<file path="config.mk">
export PLATFORM = sky130hd
export DESIGN_NAME = pulse_stretcher
export DESIGN_NICKNAME = d
export VERILOG_FILES = /design/src/rtl/pulse_stretcher_pkg.sv /design/src/rtl/pulse_stretcher_load_down_counter.sv /design/src/rtl/pulse_stretcher.sv
export SDC_FILE = /design/constraint.sdc
export NUM_CORES = 1
export LEC_CHECK = 0
export BUFFER_PORTS_ARGS = -buffer_cell sky130_fd_sc_hd__buf_2
export CAP_MARGIN = 20
export CORE_MARGIN = 3
export CORE_UTILIZATION = 43
export DETAILED_ROUTE_END_ITERATION = 8
export GPL_ROUTABILITY_DRIVEN = 0
export PLACE_DENSITY = 0.59
export RECOVER_POWER = 25
export SKIP_CTS_REPAIR_TIMING = 1
export SKIP_LAST_GASP = 1
export SLEW_MARGIN = 20
export SYNTH_ARGS = -nofsm -noshare
export SYNTH_HDL_FRONTEND = slang
export SYNTH_SLANG_ARGS = --single-unit
export TNS_END_PERCENT = 5
</file>
<file path="constraint.sdc">
create_clock -name clk -period 2.3 [get_ports clk]
set_clock_uncertainty 0.2 [all_clocks]
set_input_delay 0.23 -clock clk [delete_from_list [all_inputs] [get_ports clk]]
set_output_delay 0.23 -clock clk [all_outputs]
set_load 0.005 [all_outputs]
</file>
<file path="src/rtl/pulse_stretcher_pkg.sv">
// Shared types and sizing helpers for the LED pulse stretcher.
package pulse_stretcher_pkg;

   typedef enum logic [1:0] {
      IDLE = 2'b00,
      HOLD = 2'b01,
      GAP  = 2'b10
   } statetype;

   function automatic int cnt_width(input int hold, input int gap);
      int m;
      int w;
      m = (hold > gap) ? hold : gap;
      w = $clog2(m);
      return (w < 1) ? 1 : w;
   endfunction

endpackage

</file>
<file path="src/rtl/pulse_stretcher_load_down_counter.sv">
// Loadable down-counter; load wins over decrement, zero flags cnt == 0.
module load_down_counter #(
   parameter int W = 1
) (
   input  logic         clk,
   input  logic         rst,
   input  logic         load,
   input  logic [W-1:0] value,
   input  logic         dec,
   output logic         zero
);

   logic [W-1:0] cnt_q;
   logic [W-1:0] cnt_d;

   always_comb begin
      cnt_d = cnt_q;
      if (load) begin
         cnt_d = value;
      end else if (dec && (cnt_q != '0)) begin
         cnt_d = cnt_q - 1'b1;
      end
   end

   always_ff @(posedge clk or posedge rst) begin
      if (rst) begin
         cnt_q <= '0;
      end else begin
         cnt_q <= cnt_d;
      end
   end

   assign zero = (cnt_q == '0);

endmodule

</file>
<file path="src/rtl/pulse_stretcher.sv">
// Stretches 1-cycle strobes into HOLD_CYCLES LED levels separated by
// GAP_CYCLES off-time, queueing strobes that arrive while busy.
module pulse_stretcher
   import pulse_stretcher_pkg::*;
#(
   parameter int HOLD_CYCLES = 25_000_000,
   parameter int GAP_CYCLES  = 12_500_000,
   parameter int PEND_W      = 4
) (
   input  logic              clk,
   input  logic              rst,
   input  logic              pulse_in,
   output logic              level_out,
   output logic              busy,
   output logic [PEND_W-1:0] pending,
   output logic              overflow
);

   localparam int CW = cnt_width(HOLD_CYCLES, GAP_CYCLES);
   localparam logic [CW-1:0] HOLD_LD = CW'(HOLD_CYCLES - 1);
   localparam logic [CW-1:0] GAP_LD  = CW'(GAP_CYCLES - 1);
   localparam logic [PEND_W-1:0] PEND_MAX = '1;

   statetype          state_q, state_d;
   logic              pulse_in_d_q, pulse_in_d_d;
   logic [PEND_W-1:0] pending_q, pending_d;
   logic              overflow_q, overflow_d;

   logic              ev;
   logic              cnt_load;
   logic [CW-1:0]     cnt_value;
   logic              cnt_dec;
   logic              cnt_zero;

   assign ev = pulse_in & ~pulse_in_d_q;

   load_down_counter #(.W(CW)) u_cnt (
      .clk   (clk),
      .rst   (rst),
      .load  (cnt_load),
      .value (cnt_value),
      .dec   (cnt_dec),
      .zero  (cnt_zero)
   );

   always_comb begin
      state_d      = state_q;
      pulse_in_d_d = pulse_in;
      pending_d    = pending_q;
      overflow_d   = overflow_q;
      cnt_load     = 1'b0;
      cnt_value    = HOLD_LD;
      cnt_dec      = 1'b0;
      unique case (state_q)
         IDLE: begin
            if (ev) begin
               state_d  = HOLD;
               cnt_load = 1'b1;
            end
         end
         HOLD: begin
            if (ev) begin
               if (pending_q == PEND_MAX) overflow_d = 1'b1;
               else pending_d = pending_q + 1'b1;
            end
            if (cnt_zero) begin
               state_d   = GAP;
               cnt_load  = 1'b1;
               cnt_value = GAP_LD;
            end else begin
               cnt_dec = 1'b1;
            end
         end
         GAP: begin
            if (!cnt_zero) begin
               cnt_dec = 1'b1;
               if (ev) begin
                  if (pending_q == PEND_MAX) overflow_d = 1'b1;
                  else pending_d = pending_q + 1'b1;
               end
            end else if (pending_q != '0) begin
               // a simultaneous new event replaces the one being dequeued
               state_d  = HOLD;
               cnt_load = 1'b1;
               if (!ev) pending_d = pending_q - 1'b1;
            end else if (ev) begin
               state_d  = HOLD;
               cnt_load = 1'b1;
            end else begin
               state_d = IDLE;
            end
         end
         default: state_d = IDLE;
      endcase
   end

   always_ff @(posedge clk or posedge rst) begin
      if (rst) begin
         state_q      <= IDLE;
         pulse_in_d_q <= 1'b0;
         pending_q    <= '0;
         overflow_q   <= 1'b0;
      end else begin
         state_q      <= state_d;
         pulse_in_d_q <= pulse_in_d_d;
         pending_q    <= pending_d;
         overflow_q   <= overflow_d;
      end
   end

   assign level_out = state_q[0];
   assign busy      = (state_q != IDLE);
   assign pending   = pending_q;
   assign overflow  = overflow_q;

endmodule

</file>
==> After elaboration in Yosys (flattened, before gate mapping) <==
Index checks and enable logic that the tools add are counted.
{ "word_totals": {"wordCells": 58, "input_bits": 3, "out_inout_bits": 7, "ff_bits": 33} }
{ "classes": {"n_reduce_logical": 12, "addsub": 3, "muxes": 27, "bitwise_logic": 2, "n_eq_ne": 9} }
{ "ops": {"columns": ["operator", "n"], "rows": [
  ["$mux 25", 4],
  ["$logic_not 25->1", 1],
  ["$reduce_bool 25->1", 1],
  ["$sub 25x1->25 const B", 1],
  ["$mux 4", 5],
  ["$mux 1", 11],
  ["$ne 2x2->1 const B", 4],
  ["$pmux 4 s2", 1],
  ["$mux 2", 3],
  ["$ne 3x3->1 const B", 2],
  ["$pmux 2 s3", 1],
  ["$reduce_and 3->1", 2],
  ["$reduce_bool 2->1", 3],
  ["$add 4x1->4 const B", 1],
  ["$eq 4x4->1 const B", 1],
  ["$reduce_bool 4->1", 1],
  ["$sub 4x1->4 const B", 1],
  ["$pmux 1 s3", 1],
  ["$eq 2x1->1 const B", 1],
  ["$eq 2x2->1 const B", 1],
  ["$logic_not 2->1", 1],
  ["$pmux 1 s2", 1],
  ["$reduce_and 2->1", 1],
  ["$reduce_or 2->1", 1],
  ["3 further kinds", 3]
]} }

==> Logic depth before layout (Yosys ltp) <==
{ "logic_depth": {"ltp_word": 7, "depth_mapped": 10, "depth_no_buf": 8} }

==> By module <==
From an unflattened synthesis, not the netlist that was laid out.
{ "hier_totals": {"hier_cells": 236, "hier_area_um2": 2277.2} }
{ "modules_own_cells": {"columns": ["mod", "n_inst", "seq_area_each_um2", "cells_per_inst", "area_per_inst_um2"], "rows": [
  ["load_down_counter", 1, 625.6, 169, 1667.8],
  ["pulse_stretcher", 1, 200.2, 67, 609.3]
]} }

==> Least setup slack after synthesis <==
Ideal clock, no wire load.
{ "synth_timing": {"path_kind": "register -> register", "start": "register u_cnt.cnt_q[3]", "end": "register pending_q[3] (netlist: pending[3])", "t_required_ns": 2.022, "arrival_time_ns": 2.171, "setup_time_ns": 0.078, "synth_period_minus_slack_ns": 2.449, "path_stages_with_launch": 9, "path_buffers": 2, "slack_ns": -0.149, "cell_sequence": "dfrtp_1 > or3_4 > or4_1 > buf_2 > nor4_4 > buf_6 > nand2_4 > a31o_1 > o2bb2ai_1"} }
{ "synth_via": {"elab_chain_len": 3, "word_cells_on_any_way": 6, "cone_classes": "2 x eq/ne; 2 x mux; 2 x reduce/logical"} }
{ "synth_lines": {"columns": ["item", "line_no", "text"], "rows": [
  ["start: declaration", "pulse_stretcher_load_down_counter.sv:13", "logic [W-1:0] cnt_q;"],
  ["start signal: assignment", "pulse_stretcher_load_down_counter.sv:29", "cnt_q <= cnt_d;"],
  ["$logic_not 25->1 (*)", "pulse_stretcher_load_down_counter.sv:33", "assign zero = (cnt_q == '0);"],
  ["$ne 3x3->1 (no line) / $mux 4 (equally long branches)", null, null],
  ["$reduce_and 3->1 (no line) / $pmux 4 s2 (equally long branches)", null, null],
  ["end signal: assignment", "pulse_stretcher.sv:106", "pending_q <= pending_d;"],
  ["end: declaration", "pulse_stretcher.sv:26", "logic [PEND_W-1:0] pending_q, pending_d;"]
]} }
Every way passes the cells marked *; elsewhere a longest branch is shown, timed or not.
A chain may end at the register's enable or synchronous reset.

==> Worst setup path after layout <==
{ "layout_timing": {"start": "register u_cnt.cnt_q[4]", "end": "register u_cnt.cnt_q[10]"} }
{ "layout_via": {"elab_chain_len": 5, "word_cells_on_any_way": 14, "cone_classes": "1 x add/sub; 9 x mux; 4 x reduce/logical"} }
{ "layout_lines": {"columns": ["item"], "rows": [
  ["branches (longest 5 deep; another with $sub 25x1->25)"]
]} }
Several ways; the timed one is not identified. The select of a mux whose other input is x is not followed.

==> results.py <==
metrics = {
    "sta": {
        "hold_violations": 0,
        "setup_viol": 16,
        "period_needed_ns": 2.41,
        "slew_viol_final": 0,
        "relSlewSlack": 0.462,
        "period_share": 1.05,
        "tightest_slew_ns": 0.807,
        "rsz0062_at_grt": "yes",
        "max_freq_ghz": 0.415,
        "setup_slack_ns": -0.109,
    },
    "route": {
        "wl_um": 5090,
        "wl_per_cell_um": 14.5,
        "first_pass_iters": 4,
        "vias": 1918,
        "viasPerCell": 5.46,
        "drc": 0,
        "drt-initial-drc-count": 107,
        "final_antenna_net_count": 0,
    },
    "placed_design": {
        "io_buffers": 9,
        "dpl_cell_area_um2": 2570,
        "dp_hpwl_um": 3880,
    },
    "clock_network": {
        "cts_made_buffers": 5,
        "htree_num_levels": 2,
        "cts-root-buf": "clkbuf_8",
        "clk_path_buf_depth": 2,
        "clock_latency_ns": 0.28,
        "cts_tree": "yes",
        "path_clk_slew_ns": 0.07,
        "cts.sinks": 33,
    },
    "yosys": {
        "synthArstFlopShare": 1.00,
        "ys_seq_area_frac": 0.400,
        "synth_fp_nets": 240,
        "yosysWarnings": 0,
        "yosys.cell_types.count": 50,
        "syn_area_per_cell_um2": 9.02,
        "ys.flop_type": "dfrtp_1",
        "synth-seq-cells": 33,
        "syn_inst": 229,
        "synth_edf_count": 0,
        "synth_area_um2": 2060,
    },
    "worst_setup_path": {
        "end_kind": "register",
        "crit_type": "register to register",
        "crit_required_ns": 2.30,
        "cp_max_fo": 4,
        "reg2reg_depth": 7,
        "crit_path_max_incr_delay_ns": 0.47,
        "crit_arrival_ns": 2.41,
        "crit_slowest_cell": "or4_4",
        "start_kind": "register",
        "crit_chain": "or3_4 > or4_4 > buf_4 > or3_2 > nor2_2 > o21ai_0 > o211ai_1",
    },
    "flow_run": {
        "cap_viol_max_count": 0,
    },
    "die": {
        "die_y_um": 75.3,
        "die-area_um2": 5670,
        "io-pin-count": 10,
        "core_area_um2": 4500,
        "die_x_um": 75.3,
        "rows": 24,
        "start_util": 0.458,
    },
    "finish": {
        "nets": 310,
        "final_cell_mix": "buf_4, dfrtp_1, nand2_1",
        "fin_area_um2": 2750,
        "fillerInstances": 407,
        "diodes": 0,
        "syn_to_final_growth_pct": 33.0,
        "final_common_cell": "buf_4",
        "drive_above_1_share": 0.334,
    },
    "pwr": {
        "power.leakage_nw": 1.15,
        "power_density_nw_per_um2": 866,
        "peakVddDrop_mv": 0.592,
        "power_mw": 2.38,
    },
    "global_routing": {
        "grt_usage": 0.195,
        "grt_max_degree": 34,
        "grt_pass1_wl_um": 8380,
        "grt_pass1_vias": 1804,
        "overflow": 0,
        "antenna_found_initial": 0,
    },
    "hold_path": {
        "holdPathStages": 1,
        "hp-class": "register to register",
    },
    "outcome": {
        "violations": "setup timing",
        "status": "finished with violations",
    },
}
## registers in the layout, summed over array words and instances (netlist names)
| name | count |
|---|---|
| u_cnt.cnt_q | 25 |
| pending | 4 |
| state_q | 2 |
| pulse_in_d_q | 1 |
| overflow | 1 |
## path summary, 6_finish.rpt
check                                      startpoint                     endpoint  slack [ns]
setup / recovery           u_cnt.cnt_q[4]$_DFFE_PP0P_  u_cnt.cnt_q[10]$_DFFE_PP0P_       -0.11
hold / removal                   overflow$_DFFE_PP0P_         overflow$_DFFE_PP0P_        0.27
setup reg to reg           u_cnt.cnt_q[4]$_DFFE_PP0P_  u_cnt.cnt_q[10]$_DFFE_PP0P_       -0.11
hold reg to reg                  overflow$_DFFE_PP0P_         overflow$_DFFE_PP0P_        0.27
max in group asynchronous                         rst   u_cnt.cnt_q[7]$_DFFE_PP0P_        0.86
min in group asynchronous                         rst  u_cnt.cnt_q[22]$_DFFE_PP0P_        0.53
## worst max-delay path: cells and delay by family, from the launching register on
kind / cells / cell delay (ns)
simple gates: 4 / 1.39
flops: 1 / 0.38
compound gates: 2 / 0.18
buf+inv: 1 / 0.17
## cell families (layout without fill, tap and decap cells)
family / count (synthesis) / in the layout / synth area share
adder cells (fa/ha/maj): 8 / 8 / 0.0485
flip-flops: 33 / 33 / 0.400
buffers and inverters: 19 / 89 / 0.0479
AND/OR/NAND/NOR: 110 / 110 / 0.298
multiplexers: 1 / 1 / 0.00545
XOR/XNOR: 16 / 16 / 0.0679
AO/OA/AOI/OAI: 42 / 42 / 0.133
## layout make-up
class | count | area [um2] | area share
clock buffer | 7 | 86.3 | 0.0314
inverter | 11 | 41.3 | 0.0150
multi-input combinational | 177 | 1210 | 0.441
sequential | 33 | 826 | 0.301
tap | 52 | 65.1 | 0.0237
timing repair buffer | 71 | 515 | 0.188
## through the flow
step	TNS [ns]	setup WS (ns)	hold WS, ns	util	cells
2_1_floorplan	-0.584	-0.0787	0.0614	-	229
6_report	-0.665	-0.109	0.268	0.610	351
3_5_place_dp	-3.85	-0.246	0.151	0.571	341
4_1_cts	-4.68	-0.270	-0.151	0.590	348
5_1_grt	-3.41	-0.185	0.289	0.610	351
3_3_place_gp	-3.17	-0.195	0.140	0.571	341
## Yosys cell counts, types with 2 or more instances
| cell type | number | area [um2] |
|---|---|---|
| ha_1 | 8 | 100 |
| inv_1 | 11 | 41.3 |
| or3_2 | 2 | 15.0 |
| a31oi_1 | 5 | 31.3 |
| nor3_1 | 18 | 90.1 |
| buf_2 | 2 | 10.0 |
| or3_1 | 7 | 43.8 |
| o31ai_1 | 2 | 15.0 |
| nand4_1 | 4 | 25.0 |
| o211ai_1 | 4 | 30.0 |
| or4_1 | 4 | 30.0 |
| dfrtp_1 | 33 | 826 |
| and3_1 | 3 | 18.8 |
| clkbuf_1 | 3 | 11.3 |
| nand3b_1 | 2 | 15.0 |
| nand3_1 | 8 | 40.0 |
| nor4_2 | 2 | 25.0 |
| nor2_1 | 18 | 67.6 |
| nand2b_1 | 4 | 25.0 |
| buf_6 | 2 | 22.5 |
| xnor2_1 | 11 | 96.3 |
| nand2_1 | 21 | 78.8 |
| nor2b_1 | 3 | 18.8 |
| o21ai_0 | 7 | 35.0 |
| xor2_1 | 5 | 43.8 |
| nor4_1 | 6 | 37.5 |
| a21oi_1 | 11 | 55.1 |
## report_power, final
group	leakage, nW	internal (mW)	switching, mW
clock	0.0443	0.237	0.196
combinational	0.754	0.584	0.594
sequential	0.354	0.700	0.0659
## per-layer routing
| metal | up-vias | global-route usage | part of all wire |
|---|---|---|---|
| met3 | 6 | 0.0409 | 0.036 |
| met5 | - | 0 | 0 |
| met4 | 0 | 0.0563 | 0.010 |
| met2 | 38 | 0.299 | 0.46 |
| li1 | 970 | - | - |
| met1 | 904 | 0.278 | 0.50 |
Note: power is estimated with default switching activity, not from simulation.
